--- src/rtl/tdes_ahb_slave_fifo.sv ---
// rtl/tdes_ahb_slave_fifo.sv - AHB-Lite register slave feeding a TDES core through input/output FIFOs
//
// Register map (index = HADDR - BASE_ADDR):
//   0              CTRL   RW  [0] mode, [1] flush strobe, [2] clear-sticky strobe
//   1..NUM_KEYS    KEYn   RW  key registers
//   NUM_KEYS+1     DIN    W   push into input FIFO
//   NUM_KEYS+2     DOUT   R   pop from output FIFO (0 + underflow when empty)
//   NUM_KEYS+3     STATUS R   FIFO flags, sticky flags, counts
//
// Optional macro TDES_AHB_WAIT_EN: a DIN write to a full input FIFO inserts wait
// states until the core frees an entry. Without it the write completes and the
// data is dropped with the sticky overflow flag set.
//
// Ports:
//   HCLK, HRESET (async, active-low)      clock / reset
//   HSEL..HWDATA                          AHB-Lite slave inputs
//   HRDATA, HREADYOUT, HRESP              AHB-Lite slave outputs
//   core_valid/core_ready/core_data       input FIFO head towards the core
//   core_mode, core_keys                  CTRL.mode and key registers (key1 in LSBs)
//   res_valid/res_data/res_ready          core results into the output FIFO
module tdes_ahb_slave_fifo #(
    parameter int          DATA_W     = 64,
    parameter int          NUM_KEYS   = 3,
    parameter int          FIFO_DEPTH = 4,
    parameter logic [31:0] BASE_ADDR  = 32'hAAAAAAA0
) (
    input  logic                         HCLK,
    input  logic                         HRESET,
    input  logic                         HSEL,
    input  logic                         HWRITE,
    input  logic                         HMASTLOCK,
    input  logic                         HREADY,
    input  logic [31:0]                  HADDR,
    input  logic [1:0]                   HTRANS,
    input  logic [2:0]                   HSIZE,
    input  logic [2:0]                   HBURST,
    input  logic [3:0]                   HPROT,
    input  logic [DATA_W-1:0]            HWDATA,
    output logic [DATA_W-1:0]            HRDATA,
    output logic                         HREADYOUT,
    output logic                         HRESP,
    output logic                         core_valid,
    input  logic                         core_ready,
    output logic [DATA_W-1:0]            core_data,
    output logic                         core_mode,
    output logic [NUM_KEYS*DATA_W-1:0]   core_keys,
    input  logic                         res_valid,
    input  logic [DATA_W-1:0]            res_data,
    output logic                         res_ready
);
    localparam int            PW       = (FIFO_DEPTH > 1) ? $clog2(FIFO_DEPTH) : 1;
    localparam int            CW       = PW + 1;
    localparam logic [2:0]    SIZE_OK  = 3'($clog2(DATA_W / 8));
    localparam logic [2:0]    IDX_CTRL = 3'd0;
    localparam logic [2:0]    IDX_DIN  = 3'(NUM_KEYS + 1);
    localparam logic [2:0]    IDX_DOUT = 3'(NUM_KEYS + 2);
    localparam logic [2:0]    IDX_STAT = 3'(NUM_KEYS + 3);
    localparam logic [CW-1:0] FULL_CNT = CW'(FIFO_DEPTH);

    typedef enum logic [1:0] {ST_IDLE, ST_XFER, ST_ERR1, ST_ERR2} state_t;

    state_t             state_q, state_d;
    logic               dp_write_q, dp_write_d;
    logic [2:0]         dp_idx_q, dp_idx_d;

    logic [31:0]        addr_off;
    logic               addr_err, accept, take, stall, xfer_done;
    logic               wr_en, rd_en, ctrl_we, fifo_flush, sticky_clr;
    logic               din_we, dout_re;

    logic               mode_q;
    logic [DATA_W-1:0]  key_q [NUM_KEYS];
    logic               ovf_q, unf_q;
    logic [DATA_W-1:0]  rdata_q, rd_mux;
    logic [31:0]        status_w;

    logic [DATA_W-1:0]  in_mem  [FIFO_DEPTH];
    logic [DATA_W-1:0]  out_mem [FIFO_DEPTH];
    logic [PW-1:0]      in_wr_q, in_rd_q, out_wr_q, out_rd_q;
    logic [CW-1:0]      in_cnt_q, out_cnt_q;
    logic               in_empty, in_full, out_empty, out_full;
    logic               in_push, in_pop, out_push, out_pop;

    logic               unused_ok;
    assign unused_ok = ^{HPROT, HTRANS[0]};

    // Address-phase decode; an offset below BASE_ADDR wraps to a large value and is unmapped.
    assign addr_off = HADDR - BASE_ADDR;
    assign accept   = HSEL && HREADY && HTRANS[1];

    always_comb begin
        addr_err = 1'b0;
        if (addr_off > 32'(NUM_KEYS + 3))
            addr_err = 1'b1;
        if (HSIZE != SIZE_OK || HBURST != 3'd0 || HMASTLOCK)
            addr_err = 1'b1;
        if (HWRITE && (addr_off[2:0] == IDX_DOUT || addr_off[2:0] == IDX_STAT))
            addr_err = 1'b1;
        if (!HWRITE && addr_off[2:0] == IDX_DIN)
            addr_err = 1'b1;
    end

`ifdef TDES_AHB_WAIT_EN
    assign stall = (state_q == ST_XFER) && dp_write_q && (dp_idx_q == IDX_DIN) && in_full;
`else
    assign stall = 1'b0;
`endif

    always_ff @(posedge HCLK or negedge HRESET) begin
        if (!HRESET) begin
            state_q    <= ST_IDLE;
            dp_write_q <= 1'b0;
            dp_idx_q   <= 3'd0;
        end else begin
            state_q    <= state_d;
            dp_write_q <= dp_write_d;
            dp_idx_q   <= dp_idx_d;
        end
    end

    always_comb begin
        state_d    = state_q;
        dp_write_d = dp_write_q;
        dp_idx_d   = dp_idx_q;
        HREADYOUT  = 1'b1;
        HRESP      = 1'b0;
        case (state_q)
            ST_ERR1: begin
                HREADYOUT = 1'b0;
                HRESP     = 1'b1;
                state_d   = ST_ERR2;
            end
            ST_ERR2: HRESP = 1'b1;
            ST_XFER: if (stall) HREADYOUT = 1'b0;
            default: ;
        endcase
        // A new address phase is only taken in cycles where this slave completes its data phase.
        take = accept && HREADYOUT;
        if (HREADYOUT) begin
            if (take) begin
                state_d    = addr_err ? ST_ERR1 : ST_XFER;
                dp_write_d = HWRITE;
                dp_idx_d   = addr_off[2:0];
            end else begin
                state_d = ST_IDLE;
            end
        end
    end

    assign xfer_done  = (state_q == ST_XFER) && !stall;
    assign wr_en      = xfer_done && dp_write_q;
    assign rd_en      = xfer_done && !dp_write_q;
    assign ctrl_we    = wr_en && (dp_idx_q == IDX_CTRL);
    assign fifo_flush = ctrl_we && HWDATA[1];
    assign sticky_clr = ctrl_we && HWDATA[2];
    assign din_we     = wr_en && (dp_idx_q == IDX_DIN);
    assign dout_re    = rd_en && (dp_idx_q == IDX_DOUT);

    assign in_empty  = (in_cnt_q == '0);
    assign in_full   = (in_cnt_q == FULL_CNT);
    assign out_empty = (out_cnt_q == '0);
    assign out_full  = (out_cnt_q == FULL_CNT);

    assign in_push  = din_we && !in_full;
    assign in_pop   = core_valid && core_ready;
    assign out_push = res_valid && res_ready;
    assign out_pop  = dout_re && !out_empty;

    assign core_valid = !in_empty;
    assign core_data  = in_mem[in_rd_q];
    assign res_ready  = !out_full;
    assign core_mode  = mode_q;

    always_comb begin
        core_keys = '0;
        for (int k = 0; k < NUM_KEYS; k++)
            core_keys[k*DATA_W +: DATA_W] = key_q[k];
    end

    always_ff @(posedge HCLK or negedge HRESET) begin
        if (!HRESET) begin
            mode_q <= 1'b0;
            for (int k = 0; k < NUM_KEYS; k++)
                key_q[k] <= '0;
        end else begin
            if (ctrl_we)
                mode_q <= HWDATA[0];
            for (int k = 0; k < NUM_KEYS; k++)
                if (wr_en && dp_idx_q == 3'(k + 1))
                    key_q[k] <= HWDATA;
        end
    end

    always_ff @(posedge HCLK or negedge HRESET) begin
        if (!HRESET) begin
            ovf_q <= 1'b0;
            unf_q <= 1'b0;
        end else if (sticky_clr) begin
            ovf_q <= 1'b0;
            unf_q <= 1'b0;
        end else begin
            if (din_we && in_full)
                ovf_q <= 1'b1;
            if (dout_re && out_empty)
                unf_q <= 1'b1;
        end
    end

    // FIFO storage carries no reset; validity is tracked by the pointers and counts.
    always_ff @(posedge HCLK) begin
        if (in_push)
            in_mem[in_wr_q] <= HWDATA;
        if (out_push)
            out_mem[out_wr_q] <= res_data;
    end

    always_ff @(posedge HCLK or negedge HRESET) begin
        if (!HRESET) begin
            in_wr_q  <= '0;
            in_rd_q  <= '0;
            in_cnt_q <= '0;
        end else if (fifo_flush) begin
            in_wr_q  <= '0;
            in_rd_q  <= '0;
            in_cnt_q <= '0;
        end else begin
            if (in_push)
                in_wr_q <= in_wr_q + 1'b1;
            if (in_pop)
                in_rd_q <= in_rd_q + 1'b1;
            if (in_push && !in_pop)
                in_cnt_q <= in_cnt_q + 1'b1;
            else if (!in_push && in_pop)
                in_cnt_q <= in_cnt_q - 1'b1;
        end
    end

    always_ff @(posedge HCLK or negedge HRESET) begin
        if (!HRESET) begin
            out_wr_q  <= '0;
            out_rd_q  <= '0;
            out_cnt_q <= '0;
        end else if (fifo_flush) begin
            out_wr_q  <= '0;
            out_rd_q  <= '0;
            out_cnt_q <= '0;
        end else begin
            if (out_push)
                out_wr_q <= out_wr_q + 1'b1;
            if (out_pop)
                out_rd_q <= out_rd_q + 1'b1;
            if (out_push && !out_pop)
                out_cnt_q <= out_cnt_q + 1'b1;
            else if (!out_push && out_pop)
                out_cnt_q <= out_cnt_q - 1'b1;
        end
    end

    assign status_w = {8'd0, 8'(out_cnt_q), 8'(in_cnt_q), 2'b00,
                       unf_q, ovf_q, out_full, out_empty, in_full, in_empty};

    always_comb begin
        rd_mux = '0;
        if (dp_idx_q == IDX_CTRL)
            rd_mux[0] = mode_q;
        else if (dp_idx_q == IDX_DOUT)
            rd_mux = out_empty ? '0 : out_mem[out_rd_q];
        else if (dp_idx_q == IDX_STAT)
            rd_mux = DATA_W'(status_w);
        else
            for (int k = 0; k < NUM_KEYS; k++)
                if (dp_idx_q == 3'(k + 1))
                    rd_mux = key_q[k];
    end

    // Read data is live during a read data phase and otherwise holds the last value driven.
    assign HRDATA = (state_q == ST_XFER && !dp_write_q) ? rd_mux : rdata_q;

    always_ff @(posedge HCLK or negedge HRESET) begin
        if (!HRESET)
            rdata_q <= '0;
        else
            rdata_q <= HRDATA;
    end
endmodule

--- config.mk ---
export PLATFORM = sky130hd
export DESIGN_NAME = tdes_ahb_slave_fifo
export DESIGN_NICKNAME = d
export VERILOG_FILES = /design/src/rtl/tdes_ahb_slave_fifo.sv
export SDC_FILE = /design/constraint.sdc
export NUM_CORES = 1
export LEC_CHECK = 0
export ABC_AREA = 1
export CAP_MARGIN = 10
export CORE_MARGIN = 4
export CORE_UTILIZATION = 54
export DETAILED_ROUTE_END_ITERATION = 10
export GPL_TIMING_DRIVEN = 0
export PLACE_DENSITY = 0.89
export SKIP_CTS_REPAIR_TIMING = 1
export SYNTH_ARGS = -nofsm -noshare
export SYNTH_HDL_FRONTEND = slang
export SYNTH_SLANG_ARGS = --single-unit
--- constraint.sdc ---
create_clock -name HCLK -period 5.7 [get_ports HCLK]
set_input_delay 1.425 -clock HCLK [delete_from_list [all_inputs] [get_ports HCLK]]
set_output_delay 1.425 -clock HCLK [all_outputs]
set_load 0.05 [all_outputs]
==> results by group <==
Status
  – Status: finished clean

Final layout
  – Nets: 3876
  – Finished Cell Area: 42000 sq um
  – # fillers: 3957
  – Most common cell after layout, fill and taps aside: nand2_1
  – Commonest non-fill, non-tap cells in the layout: nand2_1, o21ai_0, edfxtp_1
  – Fin util: 69.8%
  – Fraction of layout cells with a size suffix above 1: 6.45%
  – Area Growth Syn to Fin: 28.4%

Synthesis
  – Seq/Total Area, Yosys: 68.3%
  – Syn avg cell area: 10.6 sq um
  – Fraction of synthesized cell area in xor and xnor cells: 0.187%
  – Largest family of logic cells by synthesized area: simple AND/OR/NAND/NOR gates
  – Multiplexer area fraction after synthesis: 0%
  – Post-Synth Simple-Gate Area: 14.3%
  – Post-Synth Adder-Cell Area: 0.466%
  – Yosys warns: 0
  – Top cells by area, synth: edfxtp_1, dfrtp_1, o21ai_0
  – Yosys top cell by area: edfxtp_1
  – Compound-Gate Fraction of Synth Area: 12.5%
  – FF+latch count, synth: 791
  – Post-Syn Area: 32700 sq um
  – Mapped Nets: 3279
  – Post-synth top area share: 46.9%
  – Yosys cell types: 36
  – Post-synthesis cell count: 3088

STA
  – Min Tclk post-route: 5.53 ns
  – Slew @ Worst Pin: 0.816 ns
  – Fmax: 181 MHz
  – Layout Skew: 0.0529 ns
  – Hold Vio Cnt, Final: 0
  – RSZ-0062 raised after global routing: no
  – Slew HR: 45.5%
  – Final Cycle Share: 97.0%
  – Slew Limit Fails: 0
  – Final setup vio count: 0

Worst setup path
  – Origin of the critical flop-to-flop path: dp_idx_q[1]
  – Max Fanout on Critical Path: 10
  – Buf/Inv on CP: 5
  – Worst path cell trace: buf_2 -> inv_1 -> nand3_1 -> inv_2 -> clkbuf_1 -> nand2_1 -> nand4_1 -> nand3_1 -> o21ai_0 -> clkdlybuf4s50_1
  – Largest stage delay on the critical path: 0.94 ns
  – CP required: 4.28 ns
  – Most used cell along the critical path: nand3_1
  – Reg2reg setup slack: 2.87 ns
  – Worst Path Arrival: 4.10 ns
  – CP delay by family, top: buffers and inverters
  – R2r endpoint: in_mem[3][55]
  – CP Depth: 10
  – Worst R2R Path Depth: 8
  – WS Path Type: reg2out
  – CP startpoint kind: register
  – CP Capture Type: output port
  – Slowest cell on crit path: clkdlybuf4s50_1

CTS
  – Clk sinks: 791
  – H-tree depth: 3
  – TritonCTS clock tree: done
  – Clk slew on worst S/H paths: 0.06 ns
  – Clock buffer depth: 3
  – Clock latency on the worst-skew pair: 0.65 ns
  – Root cell of the clock tree: clkbuf_16
  – Total CTS buffers: 78

Power and ir drop
  – Cell Pwr Density: 625 nW/um^2
  – P_int: 0.0141 W
  – Pleak: 16.4 nW
  – Total power: 0.0263 W
  – Clk pwr share: 21.2%
  – Max IR drop VDD: 0.526 mV
  – Sequential share of power: 30.9%
  – NetSw: 0.0122 W
  – Gate power share: 47.9%
  – Switch share: 46.3%

Route
  – WL final: 113 mm
  – Drt first-iter violations: 3833
  – Vias/cell: 6.02
  – Via count of the routed design: 27.3k
  – DRC Markers: 0
  – ANT nets after route: 0
  – TritonRoute pass-1 iters: 7
  – WL/cell: 24.8 um

Global routing
  – Vias in the first global route: 26.0k
  – Largest net degree at the start of global routing: 123
  – Initial antenna violation count: 10
  – First-pass GRT wire length: 163 mm
  – GRT Overall Usage: 33.6%
  – Gr ovfl total: 0

Die
  – Core ar.: 60200 sq um
  – Die height: 254 um
  – Die area: 64600 sq um
  – IO Pins: 505
  – # rows: 90
  – Initial core utilization: 54.4%
  – Chip width: 254 um

Hold path
  – Hold crit path type: reg2reg
  – Hold Path Depth: 2
  – Hold Path Sink: rdata_q[8]
  – Worst Hold Launch: rdata_q[8]

Placement
  – IO buf count: 499
  – RePlAce Congestion: 0.945
  – Post-DP Area: 39200 sq um
  – DP Wirelength: 79.9 mm

Job
  – Max cap viols: 0
-- logic make-up after synthesis --
| group | count (synthesis) |
|---|---|
| adders and majority gates | 11 |
| xor gates and xnor gates | 7 |
| DFF | 791 |
| and+or+nand+nor | 1145 |
| buffers and inverters | 358 |
| AOI/OAI and AO/OA | 776 |
-- registers in the layout, summed over array words and instances (netlist names) --
register and count:
out_rd_q 2, out_wr_q 2, dp_idx_q 3, rdata_q 64, out_cnt_q 3, ovf_q 1, dp_write_q 1, in_rd_q 2
out_mem 256, in_wr_q 2, core_keys 192, core_mode 1, in_cnt_q 3, unf_q 1, state_q 2, in_mem 256
-- per-stage QoR --
stage / hold WS (ns) / TNS (ns) / std cells / setup slack [ns]
floorplan: 0.463 / 0 / 3088 / 0.879
finish: 0.498 / 0 / 4541 / 0.172
CTS: 0.499 / 0 / 4533 / 0.101
global placement: 0.477 / -2886.99 / 4369 / -8.76
detailed placement: 0.485 / 0 / 4387 / 0.832
global route: 0.513 / 0 / 4539 / 0.0113
-- synthesized netlist by cell type, drive strengths merged --
library cell and instances:
dfrtp 279, o21bai 1, a211oi 1, nand2 618, or2 1, clkinv 3, nand3b 2, o2111ai 1
inv 167, a31oi 1, xor2 7, nand3 113, ha 9, nor3 8, clkbuf 137, a21oi 77
nor2 346, o21a 2, o22ai 130, nand4 57, edfxtp 512, buf 51, o211ai 11, o21ai 552
fa 2
-- how the worst max path moves through the flow --
stage                            from       endpoint
after floorplan             res_valid  out_mem[0][0]
after global routing      dp_idx_q[1]     HRDATA[19]
after global placement         HRESET  core_keys[72]
after CTS                 out_rd_q[0]     HRDATA[63]
final                     dp_idx_q[1]     HRDATA[20]
after detailed placement  out_rd_q[0]     HRDATA[63]
-- metal layers --
layer / vias to the layer above / track usage (%) / wire length, um
met4: 6 / 15.3 / 6240
met5: - / 0 / 38
li1: 11965 / - / -
met2: 1939 / 52.2 / 51700
met3: 347 / 8.55 / 13300
met1: 13071 / 45.1 / 41400
-- worst min-delay path: cells and delay by family, from the launching register on --
kind            cells  cell delay [ns]
simple gates        1             0.04
compound gates      1             0.09
flops               1             0.32
-- layout make-up --
class	instances	area [sq um]	share of cell area (%)
Sequential cell	791	22400	53.2
Multi-Input combinational cell	1939	9060	21.5
Timing Repair Buffer	517	5410	12.9
Clock buffer	106	2210	5.25
Tap cell	782	978	2.33
Buffer	188	756	1.80
Inverter	170	638	1.52
Clock inverter	40	608	1.45
Antenna cell	8	20.0	0.0476
-- power groups by stage --
stage,clock [W],sequential [W],combinational (W)
after floorplan,0,0.00978,0.00572
after global placement,0,0.00819,0.0120
after detailed placement,0,0.00815,0.0123
after CTS,0.00557,0.00807,0.0124
after global routing,0.00581,0.00819,0.0132
final,0.00557,0.00811,0.0126
Power figures use the tool's default switching activity.
